**src/rtl/nn_pkg.sv**
```systemverilog
// Shared types and constants for the vector MAC datapath.
// Holds the controller state encoding and accumulator sizing helper.
package nn_pkg;

    typedef enum logic [1:0] {
        IDLE,
        RUN,
        DRAIN,
        DONE
    } mac_state_e;

    // One guard bit above the result width catches any overflow of a single add.
    localparam int SAT_GUARD = 1;

    function automatic int acc_width(input int out_w);
        return out_w + SAT_GUARD;
    endfunction

endpackage

```
**src/rtl/mac_vec_if.sv**
```systemverilog
// Job, operand-beat and result handshake bundle for mac_vec.
// master drives jobs and operands; slave is the MAC engine.
interface mac_vec_if #(
    parameter int IN_WIDTH   = 8,
    parameter int LANES      = 4,
    parameter int OUT_WIDTH  = 22,
    parameter int KLEN_WIDTH = 8
);

    logic                        start;
    logic [KLEN_WIDTH-1:0]       klen;
    logic                        signed_mode;
    logic                        in_valid;
    logic                        in_ready;
    logic [LANES*IN_WIDTH-1:0]   img_in;
    logic [LANES*IN_WIDTH-1:0]   weight_in;
    logic                        out_valid;
    logic                        out_ready;
    logic [OUT_WIDTH-1:0]        mac_out;
    logic                        sat_flag;

    modport master (
        output start,
        output klen,
        output signed_mode,
        output in_valid,
        output img_in,
        output weight_in,
        output out_ready,
        input  in_ready,
        input  out_valid,
        input  mac_out,
        input  sat_flag
    );

    modport slave (
        input  start,
        input  klen,
        input  signed_mode,
        input  in_valid,
        input  img_in,
        input  weight_in,
        input  out_ready,
        output in_ready,
        output out_valid,
        output mac_out,
        output sat_flag
    );

endinterface

```
**src/rtl/mac_lane.sv**
```systemverilog
// Single-lane registered multiplier, signed or unsigned per mode.
// Operands are widened to the product width so one multiplier serves both modes.
module mac_lane #(
    parameter int IN_WIDTH = 8
) (
    input  logic                  clk,
    input  logic                  rst_mem,
    input  logic                  en,
    input  logic                  signed_mode,
    input  logic [IN_WIDTH-1:0]   a,
    input  logic [IN_WIDTH-1:0]   b,
    output logic [2*IN_WIDTH-1:0] prod
);

    localparam int PW = 2 * IN_WIDTH;

    logic [PW-1:0] ax;
    logic [PW-1:0] bx;
    logic [PW-1:0] p;

    always_comb begin
        ax = {PW{signed_mode & a[IN_WIDTH-1]}};
        ax[IN_WIDTH-1:0] = a;
        bx = {PW{signed_mode & b[IN_WIDTH-1]}};
        bx[IN_WIDTH-1:0] = b;
        p = ax * bx;
    end

    always_ff @(posedge clk or posedge rst_mem) begin
        if (rst_mem) begin
            prod <= '0;
        end else if (en) begin
            prod <= p;
        end
    end

endmodule

```
**src/rtl/mac_vec.sv**
```systemverilog
// Vector dot-product engine: LANES multipliers, lane-sum stage and
// saturating accumulator under a four-state job controller.
module mac_vec
    import nn_pkg::*;
#(
    parameter int IN_WIDTH   = 8,
    parameter int LANES      = 4,
    parameter int OUT_WIDTH  = 22,
    parameter int KLEN_WIDTH = 8
) (
    input logic       clk,
    input logic       rst_mem,
    mac_vec_if.slave  bus
);

    localparam int LG = $clog2(LANES);
    localparam int PW = 2 * IN_WIDTH;
    localparam int SW = PW + LG;
    localparam int AW = acc_width(OUT_WIDTH);

    mac_state_e state;
    mac_state_e nstate;

    logic [KLEN_WIDTH-1:0] klen_q;
    logic [KLEN_WIDTH-1:0] cnt_q;
    logic                  sm_q;
    logic                  drain_q;
    logic                  v1_q;
    logic                  v2_q;
    logic [PW-1:0]         prod [LANES];
    logic [SW-1:0]         sum_c;
    logic [SW-1:0]         sum_q;
    logic [OUT_WIDTH-1:0]  acc_q;
    logic [OUT_WIDTH-1:0]  acc_d;
    logic                  sat_q;
    logic                  sat_d;
    logic                  accept;
    logic                  last_beat;
    logic                  take_start;
    logic                  in_ready;
    logic                  out_valid;

    assign accept     = bus.in_valid & in_ready;
    assign last_beat  = accept && (cnt_q + KLEN_WIDTH'(1) == klen_q);
    assign take_start = (state == IDLE) && bus.start;

    for (genvar l = 0; l < LANES; l++) begin : g_lane
        mac_lane #(
            .IN_WIDTH (IN_WIDTH)
        ) u_lane (
            .clk         (clk),
            .rst_mem     (rst_mem),
            .en          (accept),
            .signed_mode (sm_q),
            .a           (bus.img_in[l*IN_WIDTH +: IN_WIDTH]),
            .b           (bus.weight_in[l*IN_WIDTH +: IN_WIDTH]),
            .prod        (prod[l])
        );
    end

    always_comb begin
        logic [SW-1:0] ext;
        ext   = '0;
        sum_c = '0;
        for (int l = 0; l < LANES; l++) begin
            ext = {SW{sm_q & prod[l][PW-1]}};
            ext[PW-1:0] = prod[l];
            sum_c = sum_c + ext;
        end
    end

    // Add in AW bits, then clamp if the guard bits disagree with the result.
    always_comb begin
        logic [AW-1:0] sum_x;
        logic [AW-1:0] acc_x;
        logic [AW-1:0] tot;
        sum_x = {AW{sm_q & sum_q[SW-1]}};
        sum_x[SW-1:0] = sum_q;
        acc_x = {AW{sm_q & acc_q[OUT_WIDTH-1]}};
        acc_x[OUT_WIDTH-1:0] = acc_q;
        tot   = acc_x + sum_x;
        acc_d = tot[OUT_WIDTH-1:0];
        sat_d = 1'b0;
        if (!sm_q) begin
            if (|tot[AW-1:OUT_WIDTH]) begin
                acc_d = '1;
                sat_d = 1'b1;
            end
        end else if (tot[AW-1:OUT_WIDTH-1] !=
                     {(AW-OUT_WIDTH+1){tot[AW-1]}}) begin
            acc_d = {tot[AW-1], {(OUT_WIDTH-1){~tot[AW-1]}}};
            sat_d = 1'b1;
        end
    end

    always_ff @(posedge clk or posedge rst_mem) begin
        if (rst_mem) begin
            klen_q  <= '0;
            cnt_q   <= '0;
            sm_q    <= 1'b0;
            drain_q <= 1'b0;
            v1_q    <= 1'b0;
            v2_q    <= 1'b0;
            sum_q   <= '0;
            acc_q   <= '0;
            sat_q   <= 1'b0;
        end else begin
            v1_q    <= accept;
            v2_q    <= v1_q;
            drain_q <= (state == DRAIN) ? ~drain_q : 1'b0;
            if (accept) begin
                cnt_q <= cnt_q + KLEN_WIDTH'(1);
            end
            if (v1_q) begin
                sum_q <= sum_c;
            end
            if (v2_q) begin
                acc_q <= acc_d;
                sat_q <= sat_q | sat_d;
            end
            if (take_start) begin
                klen_q <= bus.klen;
                sm_q   <= bus.signed_mode;
                cnt_q  <= '0;
                acc_q  <= '0;
                sat_q  <= 1'b0;
            end
        end
    end

    always_ff @(posedge clk or posedge rst_mem) begin
        if (rst_mem) begin
            state <= IDLE;
        end else begin
            state <= nstate;
        end
    end

    always_comb begin
        nstate = state;
        unique case (state)
            IDLE: begin
                if (bus.start) begin
                    nstate = (bus.klen == '0) ? DONE : RUN;
                end
            end
            RUN: begin
                if (last_beat) begin
                    nstate = DRAIN;
                end
            end
            DRAIN: begin
                if (drain_q) begin
                    nstate = DONE;
                end
            end
            DONE: begin
                if (bus.out_ready) begin
                    nstate = IDLE;
                end
            end
            default: nstate = IDLE;
        endcase
    end

    always_comb begin
        in_ready  = 1'b0;
        out_valid = 1'b0;
        unique case (1'b1)
            (state == RUN):  in_ready  = 1'b1;
            (state == DONE): out_valid = 1'b1;
            default: ;
        endcase
    end

    assign bus.in_ready  = in_ready;
    assign bus.out_valid = out_valid;
    assign bus.mac_out   = acc_q;
    assign bus.sat_flag  = sat_q & out_valid;

endmodule
```
**src/flat_wrapper.sv**
```systemverilog
// flat-port wrapper written by rule: the top's interface ports become plain ports
module mac_vec_flat import nn_pkg::*;
#(
    parameter int IN_WIDTH   = 8,
    parameter int LANES      = 4,
    parameter int OUT_WIDTH  = 22,
    parameter int KLEN_WIDTH = 8
)
  (clk, rst_mem, bus_start, bus_klen, bus_signed_mode, bus_in_valid, bus_img_in, bus_weight_in, bus_out_ready, bus_in_ready, bus_out_valid, bus_mac_out, bus_sat_flag);
  mac_vec_if #(.IN_WIDTH(IN_WIDTH), .LANES(LANES), .OUT_WIDTH(OUT_WIDTH), .KLEN_WIDTH(KLEN_WIDTH)) bus_i ();
  input logic clk;
  input logic rst_mem;
  input wire logic [$bits(bus_i.start)-1:0] bus_start;
  input wire logic [$bits(bus_i.klen)-1:0] bus_klen;
  input wire logic [$bits(bus_i.signed_mode)-1:0] bus_signed_mode;
  input wire logic [$bits(bus_i.in_valid)-1:0] bus_in_valid;
  input wire logic [$bits(bus_i.img_in)-1:0] bus_img_in;
  input wire logic [$bits(bus_i.weight_in)-1:0] bus_weight_in;
  input wire logic [$bits(bus_i.out_ready)-1:0] bus_out_ready;
  output wire logic [$bits(bus_i.in_ready)-1:0] bus_in_ready;
  output wire logic [$bits(bus_i.out_valid)-1:0] bus_out_valid;
  output wire logic [$bits(bus_i.mac_out)-1:0] bus_mac_out;
  output wire logic [$bits(bus_i.sat_flag)-1:0] bus_sat_flag;
  assign bus_i.start = bus_start;
  assign bus_i.klen = bus_klen;
  assign bus_i.signed_mode = bus_signed_mode;
  assign bus_i.in_valid = bus_in_valid;
  assign bus_i.img_in = bus_img_in;
  assign bus_i.weight_in = bus_weight_in;
  assign bus_i.out_ready = bus_out_ready;
  assign bus_in_ready = bus_i.in_ready;
  assign bus_out_valid = bus_i.out_valid;
  assign bus_mac_out = bus_i.mac_out;
  assign bus_sat_flag = bus_i.sat_flag;
  mac_vec #(.IN_WIDTH(IN_WIDTH), .LANES(LANES), .OUT_WIDTH(OUT_WIDTH), .KLEN_WIDTH(KLEN_WIDTH)) u_core (.clk(clk), .rst_mem(rst_mem), .bus(bus_i));
endmodule
```
**config.mk**
```make
export PLATFORM = sky130hd
export DESIGN_NAME = mac_vec_flat
export DESIGN_NICKNAME = d
export VERILOG_FILES = /design/src/rtl/nn_pkg.sv /design/src/rtl/mac_vec_if.sv /design/src/rtl/mac_lane.sv /design/src/rtl/mac_vec.sv /design/src/flat_wrapper.sv
export SDC_FILE = /design/constraint.sdc
export NUM_CORES = 1
export LEC_CHECK = 0
export CAP_MARGIN = 10
export CELL_PAD_IN_SITES_DETAIL_PLACEMENT = 0
export CELL_PAD_IN_SITES_GLOBAL_PLACEMENT = 1
export CORE_ASPECT_RATIO = 1.75
export CORE_UTILIZATION = 45
export DETAILED_ROUTE_END_ITERATION = 8
export GPL_TIMING_DRIVEN = 0
export PLACE_DENSITY_LB_ADDON = 0.1
export SETUP_SLACK_MARGIN = 0.05
export SYNTH_ARGS = -nofsm -noshare
export SYNTH_HDL_FRONTEND = slang
export SYNTH_HIERARCHICAL = 1
export SYNTH_SLANG_ARGS = --single-unit
```
**constraint.sdc**
```tcl
create_clock -name clk -period 9.7 [get_ports clk]
set_input_delay 1.455 -clock clk [delete_from_list [all_inputs] [get_ports clk]]
set_output_delay 1.455 -clock clk [all_outputs]
set_load 0.03 [all_outputs]
```
Word level (Yosys, flattened, before mapping)
Index checks and enable logic that the tools add are counted.
{ "totals": {"out_inout_bits": 25, "register_bits": 127, "inputBits": 78, "word_cells": 79} }
{ "op_classes": {"mul": 4, "bitwise": 19, "reduce_logical": 7, "mux": 21, "n_addsub": 5, "eq_ne": 9} }
{ "op_table": {"columns": ["op", "n"], "rows": [
  ["22-bit 2-to-1 mux", 5],
  ["9-bit by 9-bit multiplier with 16-bit output", 4],
  ["18-bit adder", 2],
  ["23-bit adder", 1],
  ["17-bit by 17-bit adder with 18-bit output", 1],
  ["1-bit AND", 16],
  ["8-bit 2-to-1 mux", 2],
  ["2-bit 2-to-1 mux", 5],
  ["8-bit by 1-bit adder with 8-bit output, second input constant", 1],
  ["8-bit == test", 1],
  ["8-bit logical NOT", 1],
  ["1-bit 2-to-1 mux", 8],
  ["2-bit case mux with 4 select lines", 1],
  ["2-bit == test, second input constant", 2],
  ["2-bit by 1-bit != test with 1-bit output, second input constant", 2],
  ["2-bit != test, second input constant", 2],
  ["4-bit AND reduction", 1],
  ["2-bit nonzero test", 2],
  ["2-bit by 1-bit == test with 1-bit output, second input constant", 1],
  ["1-bit logical AND", 2],
  ["2-bit logical NOT", 1],
  ["1-bit NOT", 2],
  ["1-bit != test", 1],
  ["1-bit bitwise OR", 1]
]} }

Depth between registers and ports, before layout
{ "depth": {"word_depth": 8, "depth_mapped": 19, "ltp_nobuf": 18} }

By module
The synthesis kept the hierarchy.
{ "modules_own_cells": {"columns": ["mod", "cells_per_inst", "seq_area_each_um2", "n_inst", "area_per_inst_um2"], "rows": [
  ["mac_lane (u_core.g_lane[0].u_lane ...)", 367, 400.4, 2, 3374.5],
  ["mac_vec", 647, 1576.5, 1, 5644.2],
  ["mac_lane (u_core.g_lane[3].u_lane)", 366, 400.4, 1, 3382.0],
  ["mac_lane (u_core.g_lane[2].u_lane)", 367, 400.4, 1, 3375.7]
]} }

Least setup slack after synthesis
Ideal clock, no wire load.
{ "synth_path": {"path_kind": "in2reg", "start": "input bus_weight_in[23]", "end": "register u_core.g_lane[2].u_lane.prod[15]", "path_buffers": 1, "t_required_ps": 9618, "setup_ps": 82, "stages": 18, "arrival_time_ps": 6326, "setup_slack_ps": 3292, "cell_sequence": "clkbuf_1 nand2_1 or2_2 fa_1 fa_1 inv_1 fa_1 fa_1 inv_1 fa_1 inv_1 ha_1 o21a_1 o31a_1 o31ai_4 a21oi_2 or3_1 a31oi_1"} }
{ "synth_via": {"elab_chain_len": 2} }
{ "synth_lines": {"columns": ["item", "line_no", "text"], "rows": [
  ["start: declaration", "flat_wrapper.sv:18", "input wire logic [$bits(bus_i.weight_in)-1:0] bus_weight_in;"],
  ["1-bit AND", "mac_lane.sv:24", "bx = {PW{signed_mode & b[IN_WIDTH-1]}};"],
  ["9-bit by 9-bit multiplier with 16-bit output *", "mac_lane.sv:26", "p = ax * bx;"],
  ["end signal: assignment", "mac_lane.sv:33", "prod <= p;"],
  ["end: declaration", "mac_lane.sv:12", "output logic [2*IN_WIDTH-1:0] prod"]
]} }
Every way passes the cells marked *; elsewhere a longest branch is shown, timed or not.
A chain may end at the register's enable or synchronous reset.

Worst setup path in the final report
{ "layout_path": {"start": "input bus_img_in[23]", "end": "register u_core.g_lane[2].u_lane.prod[15]"} }
{ "layout_via": {"elab_chain_len": 2} }
{ "layout_lines": {"columns": ["item", "line_no", "text"], "rows": [
  ["start: declaration", "flat_wrapper.sv:17", "input wire logic [$bits(bus_i.img_in)-1:0] bus_img_in;"],
  ["1-bit AND", "mac_lane.sv:22", "ax = {PW{signed_mode & a[IN_WIDTH-1]}};"],
  ["9-bit by 9-bit multiplier with 16-bit output *", "mac_lane.sv:26", null]
]} }
Marked as above.

==> results.yml <==
setup_path:
  endpoint_class_of_the_critical_path: "flop"
  path_max_fanout: 10
  critical_path_arrival_ps: 6950
  timing.setup.critical_path_class: "input port to flop"
  startpoint: "bus_img_in[23]"
  number_of_cells_on_the_worst_reg_to_reg_path: 18
  critPathRequiredTime_ps: 10050
  crit_path_start_kind: "input port"
  worst_r2r_startpoint: "u_core/sm_q"
clocking:
  cts_made_buffers: 17
  tritoncts: "yes"
  clockRootBuffer: "clkbuf_16"
  cts_max_level: 4
  clock_insertion_delay_worst_skew_ps: 440
  max-clock-path-buffers: 2
  cts_hold_repair.buffers: 0
  post_cts_buffers: 0
  cts-resized-gates: 0
  cts_sinks: 127
  clkSlewWorstSetupHoldPaths_ps: 60
yosys:
  fraction_of_the_mapped_netlist_area_in_simple_logic_gates_pct: 14.65
  synth.area.mux_share_pct: 2.757
  postSynthNetCount: 2657
  seq_area_frac_synth_pct: 16.59
  synth_xor_xnor_area_share_pct: 4.390
  synth_ff_type: "dfrtp_1"
  yosys.cell_types.count: 66
  yosys_warnings: 6
  syn_area_per_cell_sq_um: 9.059
  area_share_of_fa_ha_maj_cells_after_synthesis_pct: 41.63
  syn-instance-count: 2114
  mappedNetlistArea_sq_um: 19150
  synth_edf_count: 0
  synth-seq-cells: 127
  share_of_the_synthesized_area_in_compound_gates_ao_oa_aoi_oai_pct: 9.454
  synth_top_family_by_area: "adder cells"
  proportion_of_synthesized_flip_flops_having_asynchronous_set_or_reset_pct: 100.0
global_routing:
  maximum_number_of_pins_on_one_net_before_global_route_repair: 33
  grt_antenna_before_repair: 1
  grt_first_pass_wirelength_um: 74770
  number_of_global_route_vias_before_repair: 15160
  grt_use_total_pct: 22.07
  grt_remaining_overflow: 0
worst_hold_path:
  worstHoldPathType: "flop to flop"
  timing.hold.worst.start: "u_core/v1_q"
  hold-path-cell-count: 0
sta:
  postLayoutSetupSlackWorst_ps: 3106
  maxSlewViolCount: 0
  setup_total_negative_slack_ps: 0
  final_hold_viol_count: 0
  min_period_over_period_pct: 67.98
  final_period_minus_worst_setup_slack_ps: 6594
  setup_violations: 0
  finClkSkew_ps: 10.99
  rsz0062_at_grt: "false"
  achievable-frequency_ghz: 0.1516
  timing.slew.headroom_pct: 31.63
  tightest_pin_transition_ps: 1025
route:
  viasPerCell: 5.037
  dr_total_vias: 13950
  antenna_violating_nets_post_route: 0
  wl_um: 43750
  wl_per_cell_um: 15.79
  drt-initial-drc-count: 545
  drc_markers: 0
  drt-pass1-iter-count: 5
final_layout:
  design.final.nets: 2745
  final_core_util_pct: 50.41
  fill_cells: 4141
  ant_cells: 0
  drive_above_1_share_pct: 6.050
  area_delta_synth_final_pct: 10.21
  fin_area_sq_um: 21110
floorplan:
  area_of_the_die_sq_um: 43420
  die_x_um: 157.9
  placementRows: 99
  fp.coreArea_sq_um: 41870
  pin_count: 103
  initial_core_util_pct: 45.74
  die-height_um: 274.9
flow_run:
  drv_cap: 0
place:
  number_of_buffer_cells_added_on_primary_ports: 67
  detailed_place_hpwl_um: 37430
  place_worst_setup_slack_ps: 2703
  gpl.final_weighted_congestion: 0.8914
  place_area_sq_um: 20560
run_status:
  outcome: "completed"
## stage by stage
| stage | hold WS, ps | instances |
|---|---|---|
| CTS | 390.0 | 2770 |
| detailed placement | 376.0 | 2738 |
| finish | 381.0 | 2770 |
| global route | 397.0 | 2770 |
| floorplan | 351.9 | 2114 |
| global placement | 359.0 | 2736 |
## synthesized netlist by cell type, drive strengths merged (3+ instances only)
cell / instances / area, sq um
a21oi: 52 / 294.0
nand2: 254 / 953.4
xnor2: 73 / 639.4
a31o: 5 / 43.79
nor2: 88 / 330.3
nand4: 3 / 18.77
o311ai: 4 / 35.04
and2: 117 / 735.7
xor2: 23 / 201.4
buf: 7 / 37.53
a21boi: 4 / 30.03
or3: 11 / 70.07
nand3: 28 / 140.1
nor2b: 18 / 142.6
clkbuf: 52 / 195.2
mux2: 46 / 518.0
fa: 287 / 5746
a21o: 34 / 256.5
inv: 474 / 1779
nor4: 7 / 43.79
a221o: 7 / 70.07
ha: 178 / 2227
o21ai: 69 / 345.3
o211ai: 7 / 66.31
o311a: 4 / 40.04
nand2b: 10 / 62.56
o31a: 5 / 43.79
o21a: 18 / 135.1
or2: 15 / 96.34
nor3: 17 / 85.08
o31ai: 11 / 137.6
a211oi: 16 / 125.1
and3: 14 / 88.84
dfrtp: 127 / 3178
a31oi: 12 / 75.07
## kinds of logic after synthesis
kind of cell | after synthesis
and+or+nand+nor | 586
buffers and inverters | 534
adders and majority gates | 465
AOI/OAI and AO/OA | 259
DFF | 127
xor gates and xnor gates | 96
muxes | 47
## layout by cell type, fill, tap and decap left out, types with 46 or more instances in the layout
| master | instances |
|---|---|
| xnor2_1 | 73 |
| inv_1 | 473 |
| clkdlybuf4s50_1 | 67 |
| nor2_1 | 88 |
| ha_1 | 178 |
| nand2_1 | 254 |
| dfrtp_1 | 127 |
| fa_1 | 287 |
| o21ai_0 | 58 |
| clkbuf_1 | 52 |
| mux2_2 | 46 |
| and2_1 | 114 |
## registers in the layout, summed over array words and instances, names as in the netlist, 2 cells and up
name                       flops
u_core/bus.mac_out            22
u_core/cnt_q                   8
u_core/g_lane.u_lane/prod     64
u_core/klen_q                  8
u_core/state                   2
u_core/sum_q                  18
## layer usage
metal / part of all wire (%) / GRT usage, %
met1: 38 / 23.66
met2: 58 / 44.28
met3: 1.7 / 1.985
met4: 2.3 / 6.857
met5: 0.030 / 0
## worst max-delay path, stage by stage
cell             delay, ps
clkdlybuf4s50_1        530
clkbuf_1               400
nand3_1                210
fa_1                   580
inv_1                   50
fa_1                   510
fa_1                   440
fa_1                   580
inv_1                   60
fa_1                   500
inv_1                   40
ha_1                   340
o21a_1                 200
o31a_1                 140
o31ai_4                250
a21oi_2                 90
or3_1                  370
a31oi_1                180
## final cells by class
type,instances,area [sq um],area share [%]
sequential,127,3178,15.06
inverter,475,1783,8.447
timing repair buffer,69,710.7,3.367
clock inverter,15,125.1,0.5928
buffer,59,232.7,1.103
clock buffer,17,425.4,2.016
tap,555,694.4,3.290
multi-input combinational,1453,13960,66.13
## final timing paths
kind / to / slack [ps]
min reg2reg: u_core/v2_q / 380
min in group asynchronous: u_core/g_lane[1].u_lane/prod[4] / 1570
max: u_core/g_lane[2].u_lane/prod[15] / 3110
max in group asynchronous: u_core/g_lane[0].u_lane/prod[1] / 7720
min: u_core/v2_q / 380
max reg2reg: u_core/g_lane[2].u_lane/prod[15] / 3140
Power is not shown: default switching activity piles up to over one toggle a cycle in this logic, so the estimate is an artifact.
